`src/rtl/overdrive_mc.sv`:
```
// overdrive_mc: multi-channel overdrive stage.
// Stage 1 applies the smoothed per-channel gain, stage 2 clamps/saturates
// according to the latched mode, and stage 3 applies the soft-clip
// polynomial and drives the registered outputs. A single global stall
// holds every stage while the output register waits on out_ready.
module overdrive_mc #(
    parameter int WIDTH      = 16,
    parameter int GAIN_FRAC  = 4,
    parameter int LEVEL_BITS = 12,
    parameter int CHANNELS   = 2,
    parameter int RAMP_SHIFT = 2,
    localparam int CW        = (CHANNELS > 1) ? $clog2(CHANNELS) : 1
) (
    input  logic                    clk,
    input  logic                    rst_n,
    input  logic                    in_valid,
    output logic                    in_ready,
    input  logic signed [WIDTH-1:0] in_sample,
    input  logic [CW-1:0]           in_channel,
    input  logic signed [WIDTH-1:0] gain_target,
    input  logic [1:0]              mode,
    output logic                    out_valid,
    input  logic                    out_ready,
    output logic signed [WIDTH-1:0] out_sample,
    output logic [CW-1:0]           out_channel,
    output logic                    out_clip
);

    localparam int PW = 2 * WIDTH;                  // full product width
    localparam int DW = WIDTH + 1;                  // gain difference width
    localparam int XW = 3 * (LEVEL_BITS + 1) + 1;   // soft-clip cube width

    localparam logic signed [WIDTH-1:0] UNITY  = WIDTH'(2 ** GAIN_FRAC);
    localparam logic signed [PW-1:0]    LIM_P  = PW'(2 ** LEVEL_BITS);
    localparam logic signed [PW-1:0]    LIM_N  = -LIM_P;
    localparam logic signed [PW-1:0]    ASYM_N = -(LIM_P >>> 1);
    localparam logic signed [PW-1:0]    SAT_P  = PW'(2 ** (WIDTH - 1) - 1);
    localparam logic signed [PW-1:0]    SAT_N  = ~SAT_P;
    localparam logic signed [DW-1:0]    D_ZERO = {DW{1'b0}};
    localparam logic signed [DW-1:0]    D_ONE  = {{(DW-1){1'b0}}, 1'b1};
    localparam logic signed [DW-1:0]    D_MONE = {DW{1'b1}};

    // Clamp p into [lo, hi]; returns {clip, clamped value}.
    function automatic logic [WIDTH:0] clamp_f(
        input logic signed [PW-1:0] p,
        input logic signed [PW-1:0] lo,
        input logic signed [PW-1:0] hi
    );
        logic signed [PW-1:0] v;
        logic                 c;
        if (p > hi) begin
            v = hi;
            c = 1'b1;
        end else if (p < lo) begin
            v = lo;
            c = 1'b1;
        end else begin
            v = p;
            c = 1'b0;
        end
        return {c, v[WIDTH-1:0]};
    endfunction

    logic signed [WIDTH-1:0] gain_cur_r [CHANNELS];
    logic                    advance_s, accept_s, ch_ok_s;
    logic signed [WIDTH-1:0] gain_sel_s, gain_next_s;
    logic signed [DW-1:0]    diff_s, step_s;
    logic signed [PW-1:0]    prod_s;

    logic                    s1_valid_r;
    logic signed [PW-1:0]    s1_prod_r;
    logic [CW-1:0]           s1_ch_r;
    logic [1:0]              s1_mode_r;

    logic [WIDTH:0]          s2_shape_s;
    logic                    s2_valid_r, s2_clip_r;
    logic signed [WIDTH-1:0] s2_val_r;
    logic [CW-1:0]           s2_ch_r;
    logic [1:0]              s2_mode_r;

    logic signed [XW-1:0]    x_s, cube_s, tri_s;
    logic signed [WIDTH-1:0] shaped_s;

    assign advance_s = !out_valid || out_ready;
    assign in_ready  = advance_s;
    assign accept_s  = in_valid && advance_s;

    // Select the gain for the incoming channel; unknown channels use unity.
    always_comb begin
        gain_sel_s = UNITY;
        ch_ok_s    = 1'b0;
        for (int c = 0; c < CHANNELS; c++) begin
            gain_sel_s = (in_channel == CW'(c)) ? gain_cur_r[c] : gain_sel_s;
            ch_ok_s    = ch_ok_s | (in_channel == CW'(c));
        end
    end

    // Ramp step toward the target: a fraction of the gap, never zero while a gap remains.
    always_comb begin
        diff_s = DW'(gain_target) - DW'(gain_sel_s);
        if ((diff_s != D_ZERO) && ((diff_s >>> RAMP_SHIFT) == D_ZERO)) begin
            step_s = diff_s[DW-1] ? D_MONE : D_ONE;
        end else begin
            step_s = diff_s >>> RAMP_SHIFT;
        end
        gain_next_s = WIDTH'(DW'(gain_sel_s) + step_s);
        prod_s      = PW'(in_sample) * PW'(gain_sel_s);
    end

    // Per-channel smoothed gain, stepped once per accepted sample of that channel.
    always_ff @(posedge clk) begin
        if (!rst_n) begin
            for (int c = 0; c < CHANNELS; c++) gain_cur_r[c] <= UNITY;
        end else if (accept_s && ch_ok_s) begin
            for (int c = 0; c < CHANNELS; c++) begin
                if (in_channel == CW'(c)) gain_cur_r[c] <= gain_next_s;
            end
        end
    end

    // Mode-dependent clamp/saturation of the gained sample.
    always_comb begin
        case (s1_mode_r)
            2'd0:    s2_shape_s = clamp_f(s1_prod_r, SAT_N, SAT_P);
            2'd1:    s2_shape_s = clamp_f(s1_prod_r, LIM_N, LIM_P);
            2'd2:    s2_shape_s = clamp_f(s1_prod_r, LIM_N, LIM_P);
            2'd3:    s2_shape_s = clamp_f(s1_prod_r, ASYM_N, LIM_P);
            default: s2_shape_s = clamp_f(s1_prod_r, SAT_N, SAT_P);
        endcase
    end

    // Soft-clip cubic y = 1.5x - x^3/(2L^2); other modes pass the clamped value.
    always_comb begin
        x_s    = XW'(s2_val_r);
        cube_s = x_s * x_s * x_s;
        tri_s  = (x_s + (x_s <<< 1)) >>> 1;
        if (s2_mode_r == 2'd2) begin
            shaped_s = WIDTH'(tri_s - (cube_s >>> (2 * LEVEL_BITS + 1)));
        end else begin
            shaped_s = s2_val_r;
        end
    end

    // Three-stage pipeline with global stall; data registers load only with valid data.
    always_ff @(posedge clk) begin
        if (!rst_n) begin
            s1_valid_r  <= 1'b0;
            s1_prod_r   <= {PW{1'b0}};
            s1_ch_r     <= {CW{1'b0}};
            s1_mode_r   <= 2'd0;
            s2_valid_r  <= 1'b0;
            s2_val_r    <= {WIDTH{1'b0}};
            s2_clip_r   <= 1'b0;
            s2_ch_r     <= {CW{1'b0}};
            s2_mode_r   <= 2'd0;
            out_valid   <= 1'b0;
            out_sample  <= {WIDTH{1'b0}};
            out_channel <= {CW{1'b0}};
            out_clip    <= 1'b0;
        end else if (advance_s) begin
            s1_valid_r <= accept_s;
            if (accept_s) begin
                s1_prod_r <= prod_s >>> GAIN_FRAC;
                s1_ch_r   <= in_channel;
                s1_mode_r <= mode;
            end
            s2_valid_r <= s1_valid_r;
            if (s1_valid_r) begin
                s2_val_r  <= s2_shape_s[WIDTH-1:0];
                s2_clip_r <= s2_shape_s[WIDTH];
                s2_ch_r   <= s1_ch_r;
                s2_mode_r <= s1_mode_r;
            end
            out_valid <= s2_valid_r;
            if (s2_valid_r) begin
                out_sample  <= shaped_s;
                out_channel <= s2_ch_r;
                out_clip    <= s2_clip_r;
            end
        end
    end

endmodule

```
`config.mk`:
```
export PLATFORM = sky130hd
export DESIGN_NAME = overdrive_mc
export DESIGN_NICKNAME = d
export VERILOG_FILES = /design/src/rtl/overdrive_mc.sv
export SDC_FILE = /design/constraint.sdc
export NUM_CORES = 2
export LEC_CHECK = 0
export BUFFER_PORTS_ARGS = -buffer_cell sky130_fd_sc_hd__clkbuf_2
export CORE_ASPECT_RATIO = 1.2
export CORE_MARGIN = 1
export CORE_UTILIZATION = 43
export DETAILED_ROUTE_END_ITERATION = 6
export GPL_TIMING_DRIVEN = 0
export PLACE_DENSITY = 0.64
export REMOVE_ABC_BUFFERS = 1
export SETUP_SLACK_MARGIN = 0.3
export SLEW_MARGIN = 0
export SYNTH_ARGS = -nofsm -noshare
export SYNTH_HDL_FRONTEND = slang
export SYNTH_SLANG_ARGS = --single-unit
```
`constraint.sdc`:
```
create_clock -name clk -period 37.9 [get_ports clk]
set_input_delay 0 -clock clk [delete_from_list [all_inputs] [get_ports clk]]
set_output_delay 0 -clock clk [all_outputs]
set_load 0.01 [all_outputs]
```
* Word-level counts from Yosys, hierarchy flattened
Memory sizes are Yosys's and may differ from the RTL's.
Cells that the tools add are included.
** Cells by class
- Eq/ne operators :: 4
- Mux-type cells :: 28
- $mul :: 3
- Bitwise operators :: 2
- Reduce and logical (&&, ||, !) cells :: 11
- $add $sub $neg :: 4
- $lt $le $gt $ge :: 5
** Operators by type and width (number)
- 16-bit 2-to-1 mux :: 12
- 16-bit by 16-bit multiplier with 32-bit output :: 2
- 17-bit one-hot mux with 3 select lines :: 1
- 32-bit by 16-bit multiplier with 40-bit output :: 1
- 28-bit by 14-bit greater-than comparator with 1-bit output, second input constant :: 1
- 28-bit by 16-bit greater-than comparator with 1-bit output, second input constant :: 1
- 28-bit by 12-bit < comparator with 1-bit output, second input constant :: 1
- 28-bit by 13-bit < comparator with 1-bit output, second input constant :: 1
- 28-bit by 16-bit < comparator with 1-bit output, second input constant :: 1
- 16-bit by 17-bit adder with 17-bit output :: 1
- 17-bit logical NOT :: 1
- 17-bit nonzero test :: 1
- 16-bit by 16-bit subtractor with 17-bit output :: 1
- 16-bit adder :: 1
- 16-bit by 15-bit subtractor with 16-bit output :: 1
- 1-bit 2-to-1 mux :: 15
- 2-bit equality test, second input constant :: 3
- 2-bit AND reduction :: 3
- 2-bit by 1-bit equality test with 1-bit output, second input constant :: 1
- 1-bit logical AND :: 2
- 2-bit logical NOT :: 1
- 1-bit bitwise OR :: 2
- 2-bit OR reduction :: 1
- 1-bit logical NOT :: 1
- 1-bit logical OR :: 1
** Storage, ports and cells
- Memories :: 1
- Output and inout port bits :: 20
- Register bits after elaboration :: 72
- Memory bits (writable) :: 32
** Memory list
- gain_cur_r :: depth 2, width 16, read ports 2, clocked after Yosys merged registers in 0, wr ports 2, RTL line 64 : logic signed [WIDTH-1:0] gain_cur_r [CHANNELS];

* Depth between registers and ports, before layout
An unclocked memory read counts as a cell.
- Word-level depth :: 8
- Depth in mapped cells :: 62

* Least setup slack after synthesis
Ideal clock, no wire load.
- Kind :: flip-flop to flip-flop
- Start :: reg s2_val_r[1]
- End :: reg out_sample[15]
- Path slack :: 24051 ps
- Library setup time :: 79 ps
- Cell stages (with the launch flop) :: 58
- Buffers on the path :: 3
- Arrival time :: 13770 ps
- Data required time :: 37821 ps
- Path through :: dfxtp_1 -> clkbuf_1 -> clkbuf_1 -> nand2_1 -> fa_1 -> fa_1 -> fa_1 -> fa_1 -> inv_1 -> fa_1 -> inv_1 -> fa_1 -> inv_1 -> ha_1 -> nand2_1 -> a211oi_2 -> nand2_1 -> a21boi_0 -> [... 22 more ...] -> o21ai_0 -> a21boi_0 -> o21ai_0 -> nand2b_1 -> a311o_1 -> a21oi_1 -> xor2_1 -> ha_1 -> a21oi_1 -> nand2_1 -> a31oi_1 -> a21oi_1 -> a31o_2 -> a21o_1 -> a21oi_1 -> xor2_1 -> xnor3_1 -> a211oi_2
** Between the ends
- Word-level cells in the longest chain between the ends :: 4
- Elaborated cells between the ends (all ways) :: 5
- Those cells by class :: add/sub (2); mul (2); mux (1)
** RTL lines
- start, declared :: RTL line 77 : logic signed [WIDTH-1:0] s2_val_r;
- start signal, assigned :: RTL line 152 : s2_val_r <= {WIDTH{1'b0}};
- start signal, assigned :: RTL line 169 : s2_val_r <= s2_shape_s[WIDTH-1:0];
- 16-bit by 16-bit multiplier with 32-bit output :: RTL line 135 : cube_s = x_s * x_s * x_s;
- 32-bit by 16-bit multiplier with 40-bit output :: RTL line 135
- 16-bit by 15-bit subtractor with 16-bit output * :: RTL line 138 : shaped_s = WIDTH'(tri_s - (cube_s >>> (2 * LEVEL_BITS + 1)));
- 16-bit 2-to-1 mux * :: RTL line 137 : if (s2_mode_r == 2'd2) begin
- end signal, assigned :: RTL line 157 : out_sample <= {WIDTH{1'b0}};
- end signal, assigned :: RTL line 176 : out_sample <= shaped_s;
- end, declared :: RTL line 24 : output logic signed [WIDTH-1:0] out_sample,
Every way passes the cells marked *; elsewhere a longest branch is shown, timed or not.
A chain may end at the register's enable or synchronous reset.

* Worst setup path after layout
- Start :: reg s2_val_r[15]
- End :: reg out_sample[15]
** Between the ends
- Word-level cells in the longest chain between the ends :: 4
- Elaborated cells between the ends (all ways) :: 5
- Those cells by class :: add/sub (2); mul (2); mux (1)
** RTL lines (RTL line)
- 16-bit by 16-bit multiplier with 32-bit output :: 135
- 32-bit by 16-bit multiplier with 40-bit output :: 135
- 16-bit by 15-bit subtractor with 16-bit output :: 138
- 16-bit 2-to-1 mux * :: 137
Marks and branches as above.

==> impl_metrics.tcl <==
set metrics [dict create \
    clockRootBuffer "clkbuf_16" \
    fp-row-count 121 \
    worstPathArrival_ps 17900 \
    final_common_cell "inv_1" \
    cp_slowest_stage_delay_ps 1360 \
    io_buffers 58 \
    initial_utilization 0.435 \
    min_period_ps 17590 \
    wirelength_um 96600 \
    hold_path_class "in2reg" \
    grt_pass1_wl_um 162000 \
    grt_pass1_vias 31200 \
    grt_max_degree 55 \
    final_layout_size_suffix_gt1_frac 0.0457 \
    final_cell_mix "1,140 x inv_1, 900 x fa_1, 578 x nand2_1, 339 x ha_1, 284 x and2_1" \
    worst_pin_slew_ps 1470 \
    critPathMostFrequentCell "fa_1" \
    cts_sinks 104 \
    syn_inst 4454 \
    max-slew-margin-rel 0.00519 \
    critPathLaunchType "flop" \
    hpwl_um 79500 \
    core_area_um2 90800 \
    setup_viol 0 \
    crit_required_ps 38210 \
    max_cap_viol_count 1 \
    wl_per_cell_um 17.4 \
    max_freq_mhz 56.8 \
    clockBufferDepth 2 \
    rsz0062_at_grt "no" \
    postRouteAntennaNets 0 \
    slew_viol_final 0 \
    area_delta_synth_final_pct 5.64 \
    fp.dieW_um 279 \
    regArea_um2 2420 \
    drt_iter0_drc 1448 \
    grt_usage 0.220 \
    insertion_delay_ps 380 \
    ios 59 \
    drt_first_pass_iters 6 \
    multi_input_area_um2 32400 \
    routabilityCongestion 0.848 \
    path_max_fanout 31 \
    hold_viol_final 0 \
    async_flop_share 0 \
    vias_per_cell 5.13 \
    synth_area_um2 39500 \
    grt.overflow.total 0 \
    drc 0 \
    fillCellCount 8899 \
    post-route-period-util 0.464 \
    critPathCaptureType "flop" \
    cts_buffers 9 \
    violations "capacitance limit" \
    vias 28600 \
    h-tree-depth 3 \
    synth_edf_count 32 \
    cts_tree "yes" \
    synthFlopType "dfxtp_1" \
    antenna_found_initial 3 \
    ys_ff_latch 104 \
    clk_pin_slew_ps 90 \
    status "finished with violations" \
    die_h_um 334 \
    crit_type "reg2reg" \
    fp.dieArea_um2 93100 \
    yosysSeqAreaShare 0.0608 \
    holdWs_ps 112 \
    cp_slowest_cell "clkinv_1" \
    synth_cell_type_count 78 \
    fin_skew_ps 23.0 \
    syn_avg_cell_area_um2 8.87 \
    nNetsFinal 5673 \
    tns_ps 0 \
    yosysWarnings 0 \
]
-- layer usage --
layer	vias up	wire length, um	track usage
li1	13100	-	-
met1	14700	39500	0.276
met2	685	50300	0.405
met3	148	4360	0.0182
met4	0	2470	0.0604
met5	-	0	0
-- worst max-delay path: cells and delay by family (launching register included) --
kind                       cells  cell delay [ps]
xor gates and xnor gates       5             1220
DFF                            1              890
adders and majority gates     15             6620
AOI/OAI and AO/OA             21             4950
buffers and inverters         10             2000
and+or+nand+nor                7             1740
-- logic make-up (layout without fill, tap and decap cells) --
logic type	after synthesis	in the layout	synth area share
and+or+nand+nor	1247	1247	0.149
xor gates and xnor gates	140	140	0.0323
AOI/OAI and AO/OA	397	397	0.0651
buffers and inverters	1308	1254	0.124
DFF	104	104	0.0608
other	0	1	0
muxes	19	19	0.00507
adders and majority gates	1239	1239	0.563
-- worst paths after layout --
path | start | end | slack, ps | cells past startpoint
setup reg to reg | s2_val_r[15] | out_sample[15] | 20310 | 58
hold reg to reg | s2_mode_r[0] | s2_mode_r[0] | 460 | 2
setup / recovery | s2_val_r[15] | out_sample[15] | 20310 | 58
hold / removal | rst_n | out_sample[14] | 110 | 3
-- cell type report --
cell class	count	share of cell area
inverter	1142	0.103
timing repair buffer	96	0.0212
clock inverter	7	0.00207
clock buffer	9	0.00540
antenna	1	0.0000600
multi-input combinational	3042	0.776
sequential	104	0.0580
tap	1168	0.0350
-- sequential cells by signal (all words and copies together) (netlist names) --
name,count
s1_ch_r,1
gain_cur_r,32
s2_val_r,16
out_clip,1
s2_clip_r,1
s2_mode_r,2
s1_mode_r,2
out_valid,1
s2_ch_r,1
s1_prod_r,28
out_channel,1
s2_valid_r,1
s1_valid_r,1
out_sample,16
-- per-stage QoR --
stage	std cells	instance area, um^2	util	worst slack [ps]
2_1_floorplan	4288	38900	-	23530
3_3_place_gp	5514	40600	0.447	18910
3_5_place_dp	5548	41400	0.455	20420
4_1_cts	5567	41700	0.459	20340
5_1_grt	5568	41700	0.459	19500
6_report	5569	41700	0.459	20310
-- cell usage after synthesis (35+ instances only) --
| cell type | n | area share |
|---|---|---|
| inv_1 | 1141 | 0.11 |
| fa_1 | 900 | 0.46 |
| nand2_1 | 578 | 0.055 |
| ha_1 | 339 | 0.11 |
| and2_1 | 285 | 0.045 |
| nor2_1 | 171 | 0.016 |
| clkbuf_1 | 150 | 0.014 |
| a21oi_1 | 132 | 0.017 |
| xnor2_1 | 99 | 0.022 |
| o21ai_0 | 80 | 0.010 |
| dfxtp_1 | 72 | 0.036 |
| a21o_1 | 39 | 0.0074 |
| nand2b_1 | 38 | 0.0060 |
| nor3_1 | 37 | 0.0047 |
| xor2_1 | 37 | 0.0082 |
| nor2b_1 | 35 | 0.0055 |
-- repair_timing --
item	CTS	global route
gates resized for setup	0	0
hold buffers	3	0
setup buffers	0	0
hold endpoints to repair	4	0
Power is left out: the tool's default activity adds up to more than one toggle a clock period on the data nets, which glitch-free logic cannot reach.
